**config.mk**
```make
export PLATFORM = sky130hd
export DESIGN_NAME = irq_priority_scheduler
export DESIGN_NICKNAME = d
export VERILOG_FILES = /design/src/rtl/irq_sched_pkg.sv /design/src/rtl/irq_rr_picker.sv /design/src/rtl/irq_priority_scheduler.sv
export SDC_FILE = /design/constraint.sdc
export NUM_CORES = 1
export LEC_CHECK = 0
export ABC_CLOCK_PERIOD_IN_PS = 2450
export BUFFER_PORTS_ARGS = -buffer_cell sky130_fd_sc_hd__buf_2
export CAP_MARGIN = 15
export CELL_PAD_IN_SITES_DETAIL_PLACEMENT = 1
export CELL_PAD_IN_SITES_GLOBAL_PLACEMENT = 1
export CORE_ASPECT_RATIO = 0.5
export CORE_MARGIN = 4
export CORE_UTILIZATION = 26
export CTS_CLUSTER_DIAMETER = 80
export DETAILED_ROUTE_END_ITERATION = 7
export HOLD_SLACK_MARGIN = 0.05
export PLACE_DENSITY_LB_ADDON = 0.25
export SLEW_MARGIN = 20
export SYNTH_ARGS = -nofsm -noshare
export SYNTH_HDL_FRONTEND = slang
export SYNTH_SLANG_ARGS = --single-unit
```
**constraint.sdc**
```tcl
create_clock -name pclk_i -period 2.45 [get_ports pclk_i]
set_input_delay 0.1225 -clock pclk_i [delete_from_list [all_inputs] [get_ports pclk_i]]
set_output_delay 0.1225 -clock pclk_i [all_outputs]
set_load 0.02 [all_outputs]
```
**src/rtl/irq_sched_pkg.sv**
```systemverilog
// Shared definitions for the interrupt priority scheduler.
//   - APB register word addresses (only paddr[3:0] is decoded)
//   - MODE register encodings
//   - Grant FSM state type
package irq_sched_pkg;

  localparam logic [3:0] ADDR_MASK    = 4'h0;
  localparam logic [3:0] ADDR_PENDING = 4'h1;
  localparam logic [3:0] ADDR_MODE    = 4'h2;
  localparam logic [3:0] ADDR_STATUS  = 4'h3;
  localparam logic [3:0] ADDR_SWSET   = 4'h9;

  localparam logic MODE_FIXED = 1'b0;
  localparam logic MODE_RR    = 1'b1;

  typedef enum logic [1:0] {
    IDLE  = 2'd0,
    GRANT = 2'd1,
    GAP   = 2'd2
  } state_t;

endpackage

```
**src/rtl/irq_rr_picker.sv**
```systemverilog
// Combinational rotating priority encoder.
// Searches the eligible vector upward starting at index `start`, wrapping
// from NUM_IRQ-1 back to 0, and reports the first set bit.
// Ports:
//   eligible [NUM_IRQ] : candidate sources
//   start    [ID_W]    : index searched first (0 gives fixed priority)
//   found              : 1 when any eligible bit is set
//   id       [ID_W]    : index of the winner (0 when nothing found)
module irq_rr_picker #(
  parameter int NUM_IRQ = 4,
  parameter int ID_W    = $clog2(NUM_IRQ)
) (
  input  logic [NUM_IRQ-1:0] eligible,
  input  logic [ID_W-1:0]    start,
  output logic               found,
  output logic [ID_W-1:0]    id
);

  function automatic int rot_idx(input logic [ID_W-1:0] s, input int off);
    return (int'(s) + off) % NUM_IRQ;
  endfunction

  // Walk offsets from farthest to nearest so the nearest match is the
  // last assignment and therefore wins.
  always_comb begin
    found = 1'b0;
    id    = '0;
    for (int off = NUM_IRQ - 1; off >= 0; off--) begin
      if (eligible[rot_idx(start, off)]) begin
        found = 1'b1;
        id    = ID_W'(rot_idx(start, off));
      end
    end
  end

endmodule

```
**src/rtl/irq_priority_scheduler.sv**
```systemverilog
// Interrupt sequencing core: pending latch, mask filter, fixed or
// round-robin selection and a request/acknowledge handshake to the CPU,
// configured through a zero-wait-state APB slave on pclk_i.
// Ports:
//   pclk_i, rst_i                 : clock, synchronous active-high reset
//   psel_i, penable_i, pwrite_i   : APB control
//   paddr_i, pwdata_i, prdata_o   : APB address / data (addr[3:0] decoded)
//   pready_o                      : tied high
//   irq_trigger_i [NUM_IRQ]       : event pulses, sampled every edge
//   irq_o, irq_id_o               : request and granted source index
//   irq_ack_i                     : CPU acknowledge of the current grant
module irq_priority_scheduler
  import irq_sched_pkg::*;
#(
  parameter int NUM_IRQ = 4,
  parameter int ID_W    = $clog2(NUM_IRQ)
) (
  input  logic               pclk_i,
  input  logic               rst_i,
  input  logic               psel_i,
  input  logic               penable_i,
  input  logic               pwrite_i,
  input  logic [31:0]        paddr_i,
  input  logic [31:0]        pwdata_i,
  output logic [31:0]        prdata_o,
  output logic               pready_o,
  input  logic [NUM_IRQ-1:0] irq_trigger_i,
  output logic               irq_o,
  output logic [ID_W-1:0]    irq_id_o,
  input  logic               irq_ack_i
);

  logic [3:0]         addr;
  logic               wr_en;
  logic               rd_en;
  logic [NUM_IRQ-1:0] mask;
  logic [NUM_IRQ-1:0] pending;
  logic [NUM_IRQ-1:0] pending_next;
  logic [NUM_IRQ-1:0] eligible;
  logic [NUM_IRQ-1:0] w1c;
  logic [NUM_IRQ-1:0] swset;
  logic [NUM_IRQ-1:0] ack_clr;
  logic               mode;
  state_t             state;
  logic [ID_W-1:0]    rr_ptr;
  logic [ID_W-1:0]    start;
  logic [ID_W-1:0]    pick_id;
  logic               pick_found;
  logic               ack_fire;
  logic               unused_bits;

  assign addr     = paddr_i[3:0];
  assign wr_en    = psel_i & penable_i & pwrite_i;
  assign rd_en    = psel_i & penable_i & ~pwrite_i;
  assign pready_o = 1'b1;

  // Upper address and data bits carry no meaning for this block.
  assign unused_bits = ^{paddr_i[31:4], pwdata_i[31:NUM_IRQ]};

  function automatic logic [ID_W-1:0] next_ptr(input logic [ID_W-1:0] id);
    if (int'(id) == NUM_IRQ - 1) return '0;
    return id + 1'b1;
  endfunction

  assign ack_fire = (state == GRANT) && irq_ack_i;
  assign w1c      = (wr_en && addr == ADDR_PENDING) ? pwdata_i[NUM_IRQ-1:0] : '0;
  assign swset    = (wr_en && addr == ADDR_SWSET)   ? pwdata_i[NUM_IRQ-1:0] : '0;

  always_comb begin
    ack_clr = '0;
    if (ack_fire) ack_clr[irq_id_o] = 1'b1;
  end

  // Sets are OR-ed in after the clear so a trigger or SWSET on the same
  // edge as W1C / ack keeps the bit pending.
  assign pending_next = (pending & ~(w1c | ack_clr)) | irq_trigger_i | swset;
  assign eligible     = pending & mask;
  assign start        = (mode == MODE_RR) ? rr_ptr : '0;

  irq_rr_picker #(
    .NUM_IRQ (NUM_IRQ),
    .ID_W    (ID_W)
  ) u_picker (
    .eligible (eligible),
    .start    (start),
    .found    (pick_found),
    .id       (pick_id)
  );

  always_ff @(posedge pclk_i) begin
    if (rst_i) begin
      mask    <= '0;
      pending <= '0;
      mode    <= MODE_FIXED;
    end else begin
      pending <= pending_next;
      if (wr_en && addr == ADDR_MASK) mask <= pwdata_i[NUM_IRQ-1:0];
      if (wr_en && addr == ADDR_MODE) mode <= pwdata_i[0];
    end
  end

  // Grant FSM. Once in GRANT the request is held until ack regardless of
  // later mask / W1C / mode changes; GAP forces one low cycle between grants.
  always_ff @(posedge pclk_i) begin
    if (rst_i) begin
      state    <= IDLE;
      irq_o    <= 1'b0;
      irq_id_o <= '0;
      rr_ptr   <= '0;
    end else begin
      case (state)
        IDLE: begin
          if (pick_found) begin
            irq_id_o <= pick_id;
            irq_o    <= 1'b1;
            state    <= GRANT;
          end
        end
        GRANT: begin
          if (irq_ack_i) begin
            irq_o  <= 1'b0;
            rr_ptr <= next_ptr(irq_id_o);
            state  <= GAP;
          end
        end
        GAP: begin
          state <= IDLE;
        end
        default: begin
          irq_o <= 1'b0;
          state <= IDLE;
        end
      endcase
    end
  end

  always_comb begin
    prdata_o = '0;
    if (rd_en) begin
      case (addr)
        ADDR_MASK:    prdata_o[NUM_IRQ-1:0] = mask;
        ADDR_PENDING: prdata_o[NUM_IRQ-1:0] = pending;
        ADDR_MODE:    prdata_o[0]           = mode;
        ADDR_STATUS: begin
          prdata_o[8]      = irq_o;
          prdata_o[ID_W-1:0] = irq_id_o;
        end
        default:      prdata_o = '0;
      endcase
    end
  end

endmodule

```
==> results.yml, run 1 <==
logic_synthesis:
  synth-seq-cells: 16
  synth_top_area_cell: "dfxtp_1"
  synth_top_area_share_pct: 26.4
  avgSynthCellArea_um2: 8.37
  netlist_area_um2: 1210
  syn_inst: 145
  ys_seq_area_share_pct: 26.4
  synthTopCellsByArea: "dfxtp_1 26%, buf_4 17%, mux2i_1 6.6%"
  yosysWarningCount: 0
  synthDistinctLibCells: 39
detailed_routing:
  dr.first_iter.drc_count: 41
  avgViaCountPerCell: 4.75
  drtAntennaViolNets: 0
  routed_wl_mm: 3.25
  drtPass1Iterations: 4
  remaining_drc_errors: 0
  wl_per_cell_um: 14.5
  vias: 1064
floorplan:
  ioPinCount: 110
  start_util_pct: 27.3
  die_w_um: 105
  chipHeight_um: 56.3
  rows: 17
  core_um2: 4450
  fp.dieArea_um2: 5890
timing:
  finalCriticalPeriod_ns: 1.55
  setup_viol: 0
  setup_ws_ns: 0.901
  worst_pin_slew_ns: 0.601
  drv_slew: 0
  max_freq_mhz: 646
  rsz0062_at_grt: "no"
  hold_violations: 0
  whs_ns: 0.131
  fin_skew_ns: 0.00733
  setup_tns_ns: 0
  timing.slew.headroom_pct: 59.9
  min_period_over_period_pct: 63.2
finish:
  syn2layout_area_growth_pct: 8.87
  diodes: 0
  finalNetCount: 247
  fillers: 547
  stdcell_count: 224
  drive_above_1_share_pct: 21.6
critical_path:
  crit_path_end: "prdata_o[0]"
  r2r_cells: 4
  critPathKind: "reg2out"
  worstReg2RegEnd: "irq_id_o[0]"
  cp_slowest_cell: "mux4_2"
  critPathArrivalTime_ns: 1.43
  crit_chain: "mux4_2, nor2b_1, buf_2"
  crit_fanout: 7
  crit_path_start: "mode"
  rrSetupSlack_ns: 0.92
  critPathLaunchType: "flop"
  r2r-start: "mask[2]"
  crit_path_end_kind: "primary output"
  worst_ep_required_time_ns: 2.33
  max_stage_delay_ns: 0.47
clock_network:
  ctsHoldBuffers: 0
  cts_root_buf: "clkbuf_8"
  postCtsSetupBuffers: 0
  cts_sinks: 16
  cts-resized-gates: 0
  path_clk_slew_ns: 0.07
  cts_buffers: 3
  ctsLongestPathBuffers: 2
  cts_tree: "built"
  htree_levels: 1
  insertion_delay_ns: 0.25
power_and_ir_drop:
  leakagePower_uw: 0.000560
  irDropWorstVdd_mv: 0.164
  power_density_nw_per_um2: 430
hold_path:
  min-delay-start: "irq_trigger_i[0]"
  hold_class: "in2reg"
global_route:
  track_usage_pct: 11.1
  first_global_vias: 1033
  overflow: 0
  antenna_found_initial: 0
  grt_max_degree: 18
  grt_pass1_wl_mm: 5.29
placement:
  routabilityCongestion: 0.785
  io_buffers: 25
  numPlacedInstances: 221
  hpwl_mm: 2.54
  place_ws_ns: 0.949
status:
  status: "finished clean"
flow_run:
  drv_cap: 0
## per-stage QoR
stage | util [%] | power, µW | area, µm²
global placement | 28.8 | 369 | 1280
finish | 29.7 | 568 | 1320
floorplan | - | 380 | 1310
global route | 29.7 | 596 | 1320
detailed placement | 28.8 | 371 | 1280
CTS | 29.7 | 578 | 1320
## cells in the final DEF (no fill, tap or decap), types with 2 or more instances in the layout
cell	n
clkbuf_8	3
o21ai_0	2
nor2_1	13
a21oi_1	12
nand3b_1	2
nand3_1	3
conb_1	28
nand2_1	12
nor2b_1	2
mux2i_1	8
buf_2	25
nor4b_1	2
a221o_1	4
inv_1	6
nor3_1	5
ha_1	4
dfxtp_1	16
## cells in the mapped netlist (all sizes together)
cell,count
buf,31
a221oi,1
mux2i,8
clkbuf,1
inv,6
a221o,4
a22oi,2
nand4,1
nor4,1
or2,1
nand2b,1
nand3b,2
and3b,1
nor2b,2
ha,4
a22o,1
nor4b,3
o2111a,1
a21bo,1
o21ai,2
a311o,1
o41ai,1
a31oi,1
dfxtp,16
and2,1
o311ai,1
conb,2
nor2,13
or3,1
a21oi,12
a41oi,1
nand2,12
nor3,5
mux4,1
nand3,3
## worst min path at each step
| stage | endpoint | slack [ns] | cells after the start |
|---|---|---|---|
| finish | pending[0] | 0.13 | 3 |
| global placement | pending[1] | 0.38 | 3 |
| CTS | pending[0] | 0.13 | 3 |
| global route | pending[0] | 0.14 | 3 |
| detailed placement | pending[0] | 0.39 | 3 |
| floorplan | mode | 0.27 | 2 |
## state kept, by name (all words and copies together), names as in the netlist
register  flops
irq_o         1
irq_id_o      2
mode          1
state         2
rr_ptr        2
pending       4
mask          4
## power by group
group          switching (µW)  leakage [µW]  internal (µW)
clock                    93.4     0.0000216            109
sequential               7.43      0.000130            266
combinational            68.8      0.000408           23.9
## layer usage
layer | up-vias | track usage (%) | routed length, µm | part of all wire (%)
met2 | 44 | 18.4 | 1510 | 46
li1 | 499 | - | - | -
met4 | 0 | 2.80 | 8 | 0.25
met1 | 519 | 14.7 | 1480 | 45
met3 | 2 | 2.64 | 262 | 8.1
met5 | - | 0 | 0 | 0
## critical path, delay by kind of cell (launching register included)
kind | cells | cell delay (ns)
buf+inv | 1 | 0.17
mux | 1 | 0.47
simple gates | 1 | 0.15
flops | 1 | 0.39
## cell families after synthesis
group | synth area share, %
AND/OR/NAND/NOR | 21.1
buffers and inverters | 20.6
AO/OA/AOI/OAI | 18.7
flip-flops | 26.4
multiplexers | 8.45
adder cells (fa/ha/maj) | 4.12
other | 0.619
## final cells by class
| type | count | area, µm² | area share (%) |
|---|---|---|---|
| clock buffers | 3 | 41.3 | 3.12 |
| inverters | 6 | 22.5 | 1.70 |
| multi-input cells | 117 | 741 | 56.1 |
| flip-flops and latches | 16 | 320 | 24.2 |
| well taps | 57 | 71.3 | 5.40 |
| repair buffers | 25 | 125 | 9.47 |
Note: power is estimated with default switching activity, not from simulation.
==> inputs of run 2 (changes only) <==
--- a/config.mk
+++ b/config.mk
@@ -5,14 +5,15 @@
 export SDC_FILE = /design/constraint.sdc
 export NUM_CORES = 1
 export LEC_CHECK = 0
-export ABC_CLOCK_PERIOD_IN_PS = 2450
+export ABC_AREA = 1
+export ABC_CLOCK_PERIOD_IN_PS = 1500
 export BUFFER_PORTS_ARGS = -buffer_cell sky130_fd_sc_hd__buf_2
 export CAP_MARGIN = 15
 export CELL_PAD_IN_SITES_DETAIL_PLACEMENT = 1
 export CELL_PAD_IN_SITES_GLOBAL_PLACEMENT = 1
 export CORE_ASPECT_RATIO = 0.5
 export CORE_MARGIN = 4
-export CORE_UTILIZATION = 26
+export CORE_UTILIZATION = 24
 export CTS_CLUSTER_DIAMETER = 80
 export DETAILED_ROUTE_END_ITERATION = 7
 export HOLD_SLACK_MARGIN = 0.05
==> constraint.sdc (replaced) <==
create_clock -name pclk_i -period 1.5 [get_ports pclk_i]
set_input_delay 0.075 -clock pclk_i [delete_from_list [all_inputs] [get_ports pclk_i]]
set_output_delay 0.075 -clock pclk_i [all_outputs]
set_load 0.02 [all_outputs]
==> results.yml, run 2 <==
logic_synthesis:
  syn_inst: 209
  synthTopCellsByCount: "65 x nand2_1, 28 x buf_4, 22 x inv_1, 16 x a21oi_1, 16 x dfxtp_1"
  synth_edf_count: 0
  synthArstFlopShare_pct: 0
  avgSynthCellArea_um2: 6.33
  synth_top_area_cell: "dfxtp_1"
  ys_seq_area_share_pct: 24.2
  synthTopCellsByArea: "dfxtp_1 24%, nand2_1 18%, buf_4 16%"
  synth-seq-cells: 16
  yosysWarningCount: 0
  synth.most_common_cell: "nand2_1"
  netlist_area_um2: 1320
  synth-main-ff-cell: "dfxtp_1"
  synthDistinctLibCells: 26
  synth_top_area_share_pct: 24.2
timing:
  setup_viol: 0
  max_freq_mhz: 731
  fin_skew_ns: 0.00248
  finalCriticalPeriod_ns: 1.37
  hold_violations: 0
  drv_slew: 0
  worst_pin_slew_ns: 0.509
  rsz0062_at_grt: "no"
  timing.slew.headroom_pct: 66.0
  min_period_over_period_pct: 91.2
  setup_tns_ns: 0
critical_path:
  rrSetupSlack_ns: 0.13
  crit_path_end_kind: "flop"
  critPathLaunchType: "flop"
  cp_slowest_cell: "dfxtp_4"
  r2r_cells: 11
  crit_buf_inv: 2
  critPathKind: "reg2reg"
  worst_ep_required_time_ns: 1.65
  critPathArrivalTime_ns: 1.52
  path_common_cell: "nand2_1"
  cpLargestDelayFamily: "simple AND/OR/NAND/NOR gates"
  max_stage_delay_ns: 0.39
  crit_chain: "nand2_1, inv_2, nand2_1, nand2_1, nand2_1, nand3_1, nand2_1, nand2_1, nand3_2, nand2_1, inv_1"
  r2r-start: "mode"
  cp.depth: 11
  crit_fanout: 5
  worstReg2RegEnd: "irq_id_o[0]"
global_route:
  antenna_found_initial: 0
  overflow: 0
  grt_pass1_wl_mm: 5.78
  track_usage_pct: 10.6
  grt_max_degree: 17
  first_global_vias: 1262
power_and_ir_drop:
  irDropWorstVdd_mv: 0.214
  finalPower_uw: 964
  power_density_nw_per_um2: 632
  leakagePower_uw: 0.000767
finish:
  final_cell_mix: "64 x nand2_1, 28 x conb_1, 25 x buf_2"
  syn2layout_area_growth_pct: 15.3
  final_common_cell: "nand2_1"
  top_regs: "mask x4, pending x4"
  diodes: 0
  finalNetCount: 318
  drive_above_1_share_pct: 23.8
clock_network:
  path_clk_slew_ns: 0.07
  ctsLongestPathBuffers: 2
  cts_sinks: 16
  cts_root_buf: "clkbuf_8"
  insertion_delay_ns: 0.25
  htree_levels: 1
  cts_tree: "built"
  ctsHoldBuffers: 0
  cts_buffers: 3
floorplan:
  core_um2: 5130
  start_util_pct: 25.8
  chipHeight_um: 60.5
  rows: 18
  ioPinCount: 110
  fp.dieArea_um2: 6840
  die_w_um: 113
status:
  status: "finished clean"
detailed_routing:
  routed_wl_mm: 3.51
  wl_per_cell_um: 11.3
  avgViaCountPerCell: 4.15
  dr.first_iter.drc_count: 58
  drtAntennaViolNets: 0
  drtPass1Iterations: 4
  remaining_drc_errors: 0
  vias: 1281
placement:
  io_buffers: 25
  routabilityCongestion: 0.806
  hpwl_mm: 2.91
flow_run:
  drv_cap: 0
hold_path:
  whs_endpoint: "pending[2]"
  hold_class: "in2reg"
  min_delay_path_depth: 3
  min-delay-start: "irq_trigger_i[2]"
-- run 2: cell types whose count changed after synthesis, sizes merged, moves of 4 or more --
cell   change
nand2     +63
a221o      -4
a21oi      +5
nor3       -4
mux2i      -8
nand3     +11
inv       +18
-- run 2: worst register-to-register path: stages, from the launching register on --
cell     delay (ns)
dfxtp_4        0.39
nand2_1        0.14
inv_2          0.11
nand2_1        0.05
nand2_1        0.07
nand2_1        0.08
nand3_1        0.12
nand2_1        0.06
nand2_1        0.06
nand3_2        0.08
nand2_1        0.07
inv_1          0.03
-- run 2: routing by layer --
metal | part of all wire [%] | GRT usage [%]
met2 | 44 | 18.9
met3 | 4.8 | 1.49
met1 | 50 | 13.7
met4 | 0.88 | 3.08
met5 | 0 | 0
-- run 2: power by group --
part           internal [µW]  switching, µW  total [µW]
logic                   30.0            105         135
registers                432           7.88         440
clock network            233            156         389
-- run 2: worst max-delay path by stage --
stage / start / end / slack (ns)
floorplan: irq_id_o[0] / prdata_o[0] / 0.29
global placement: mode / irq_id_o[0] / 0.12
detailed placement: mode / irq_id_o[0] / 0.07
CTS: mode / prdata_o[0] / 0.04
global route: pending[1] / irq_id_o[0] / 0.009
finish: mode / irq_id_o[0] / 0.13
-- run 2: metrics by stage --
| step | hold WS (ns) | cell area, µm² | utilization [%] | std cells | setup WS, ns |
|---|---|---|---|---|---|
| floorplan | 0.137 | 1420 | - | 235 | 0.286 |
| global placement | 0.320 | 1440 | 27.9 | 303 | 0.123 |
| detailed placement | 0.340 | 1440 | 27.9 | 303 | 0.0717 |
| CTS | 0.0745 | 1490 | 29.0 | 307 | 0.0438 |
| global route | 0.108 | 1530 | 29.7 | 309 | 0.00888 |
| finish | 0.0738 | 1530 | 29.7 | 309 | 0.132 |
-- run 2: cell type report --
type,count,area [µm²]
sequential,16,327
clock buffer,4,55.1
timing repair buffer,28,148
fill,698,3610
tap,70,87.6
multi-input combinational,166,808
inverter,25,101
-- run 2: cells by family after synthesis --
kind of cell             after synthesis  synth area share, %
adder cells (fa/ha/maj)                4                 3.78
flip-flops                            16                 24.2
AND/OR/NAND/NOR                      105                 36.1
buffers and inverters                 54                 23.6
other                                  2                0.567
AO/OA/AOI/OAI                         28                 11.7
-- run 2: timing repair --
item | in CTS | in global routing
setup endpoints to repair | 0 | 2
gates resized for setup | 0 | 8
buffers inserted | 0 | 1
==> inputs of run 3 (changes only) <==
--- a/config.mk
+++ b/config.mk
@@ -16,6 +16,7 @@
 export CORE_UTILIZATION = 24
 export CTS_CLUSTER_DIAMETER = 80
 export DETAILED_ROUTE_END_ITERATION = 7
+export GPL_TIMING_DRIVEN = 0
 export HOLD_SLACK_MARGIN = 0.05
 export PLACE_DENSITY_LB_ADDON = 0.25
 export SLEW_MARGIN = 20
==> results.yml, run 3 (synthesis results as in run 2) <==
global_route:
  first_global_vias: 1380
  grt_pass1_wl_mm: 6.27
  grt_max_degree: 11
  overflow: 0
  antenna_found_initial: 0
  track_usage_pct: 11.2
timing:
  drv_slew: 0
  finalCriticalPeriod_ns: 1.42
  worst_pin_slew_ns: 0.584
  hold_violations: 0
  min_period_over_period_pct: 95.0
  setup_ws_ns: 0.0751
  rsz0062_at_grt: "no"
  max_freq_mhz: 702
  setup_tns_ns: 0
  timing.slew.headroom_pct: 60.9
  setup_viol: 0
  fin_skew_ns: 0.000884
finish:
  top_regs: "mask x4, pending x4"
  final_cell_mix: "65 x nand2_1, 28 x buf_4, 28 x conb_1"
  seqCellArea_um2: 322
  drive_above_1_share_pct: 28.8
  diodes: 0
  final_common_cell: "nand2_1"
  fillers: 702
  multiInputGateArea_um2: 788
  stdcell_count: 334
  syn2layout_area_growth_pct: 27.7
  finalNetCount: 343
floorplan:
  die_w_um: 113
  rows: 18
  fp.dieArea_um2: 6840
  core_um2: 5130
  start_util_pct: 25.8
  chipHeight_um: 60.5
  ioPinCount: 110
detailed_routing:
  dr.first_iter.drc_count: 44
  drtAntennaViolNets: 0
  routed_wl_mm: 3.69
  remaining_drc_errors: 0
  vias: 1366
  drtPass1Iterations: 4
  avgViaCountPerCell: 4.09
  wl_per_cell_um: 11.0
clock_network:
  ctsLongestPathBuffers: 2
  htree_levels: 1
  cts_tree: "built"
  path_clk_slew_ns: 0.07
  insertion_delay_ns: 0.25
  postCtsSetupBuffers: 0
  cts_root_buf: "clkbuf_8"
  cts_buffers: 3
  cts_sinks: 16
  ctsHoldBuffers: 0
critical_path:
  critPathKind: "reg2out"
  critPathArrivalTime_ns: 1.35
  critPathLaunchType: "flop"
  crit_fanout: 5
  crit_path_end_kind: "primary output"
  worst_ep_required_time_ns: 1.42
power_and_ir_drop:
  power_density_nw_per_um2: 611
  pwr-share-comb_pct: 18.7
  p_sw_uw: 288
  leakagePower_uw: 0.000899
  finalPower_uw: 1030
  p_sw_share_pct: 27.9
  irDropWorstVdd_mv: 0.282
  seqPwrFrac_pct: 42.8
  power.internal_uw: 745
  p_clk_share_pct: 38.5
placement:
  hpwl_mm: 3.13
  routabilityCongestion: 0.829
  numPlacedInstances: 330
  place_ws_ns: 0.0876
  io_buffers: 25
status:
  status: "finished clean"
flow_run:
  drv_cap: 0
hold_path:
  hold_class: "in2reg"
==> run 3: final timing paths <==
check / startpoint / end / slack (ns) / depth (start not counted)
setup / recovery: irq_id_o[0] / prdata_o[0] / 0.08 / 5
hold / removal: irq_trigger_i[1] / pending[1] / 0.07 / 3
setup reg to reg: mode / irq_id_o[0] / 0.16 / 12
hold reg to reg: mask[1] / mask[1] / 0.48 / 2
==> run 3: per-layer routing <==
metal	global-route usage [%]	share of wire (%)	routed length (µm)	up-vias
li1	-	-	-	710
met1	14.9	49	1810	599
met2	20.1	43	1600	54
met3	0.996	7.1	260	3
met4	3.08	0.60	22	0
met5	0	0	0	-
==> run 3: repair_timing <==
| action | in CTS | in global routing |
|---|---|---|
| setup endpoints to repair | 0 | 1 |
| resized for setup | 0 | 1 |
| endpoints found under the hold margin | 0 | 0 |
==> run 3: layout make-up <==
type | instances | share of cell area (%)
multi-input cells | 165 | 46.6
flip-flops and latches | 16 | 19.0
plain buffers | 29 | 12.7
repair buffers | 25 | 7.40
inverters | 25 | 5.85
well taps | 70 | 5.18
clock buffers | 4 | 3.26
==> run 3: stage by stage <==
stage / hold slack (ns) / utilization (%) / area, µm²
CTS: 0.0657 / 32.9 / 1690
global route: 0.0799 / 32.9 / 1690
detailed placement: 0.336 / 31.8 / 1630
finish: 0.0656 / 32.9 / 1690
floorplan: 0.137 / - / 1420
global placement: 0.321 / 31.8 / 1630
==> run 3: worst max-delay path, stage by stage (launching register included) <==
cell,delay [ns]
dfxtp_1,0.42
inv_1,0.12
o22ai_1,0.17
a21oi_1,0.06
a21oi_1,0.13
buf_2,0.18
==> run 3: power groups by stage <==
| stage | Clock, µW | Combinational [µW] | Sequential [µW] |
|---|---|---|---|
| after floorplan | 0 | 147 | 450 |
| after global placement | 0 | 187 | 451 |
| after detailed placement | 0 | 190 | 451 |
| after CTS | 404 | 190 | 442 |
| after global routing | 422 | 213 | 443 |
| final | 398 | 194 | 442 |
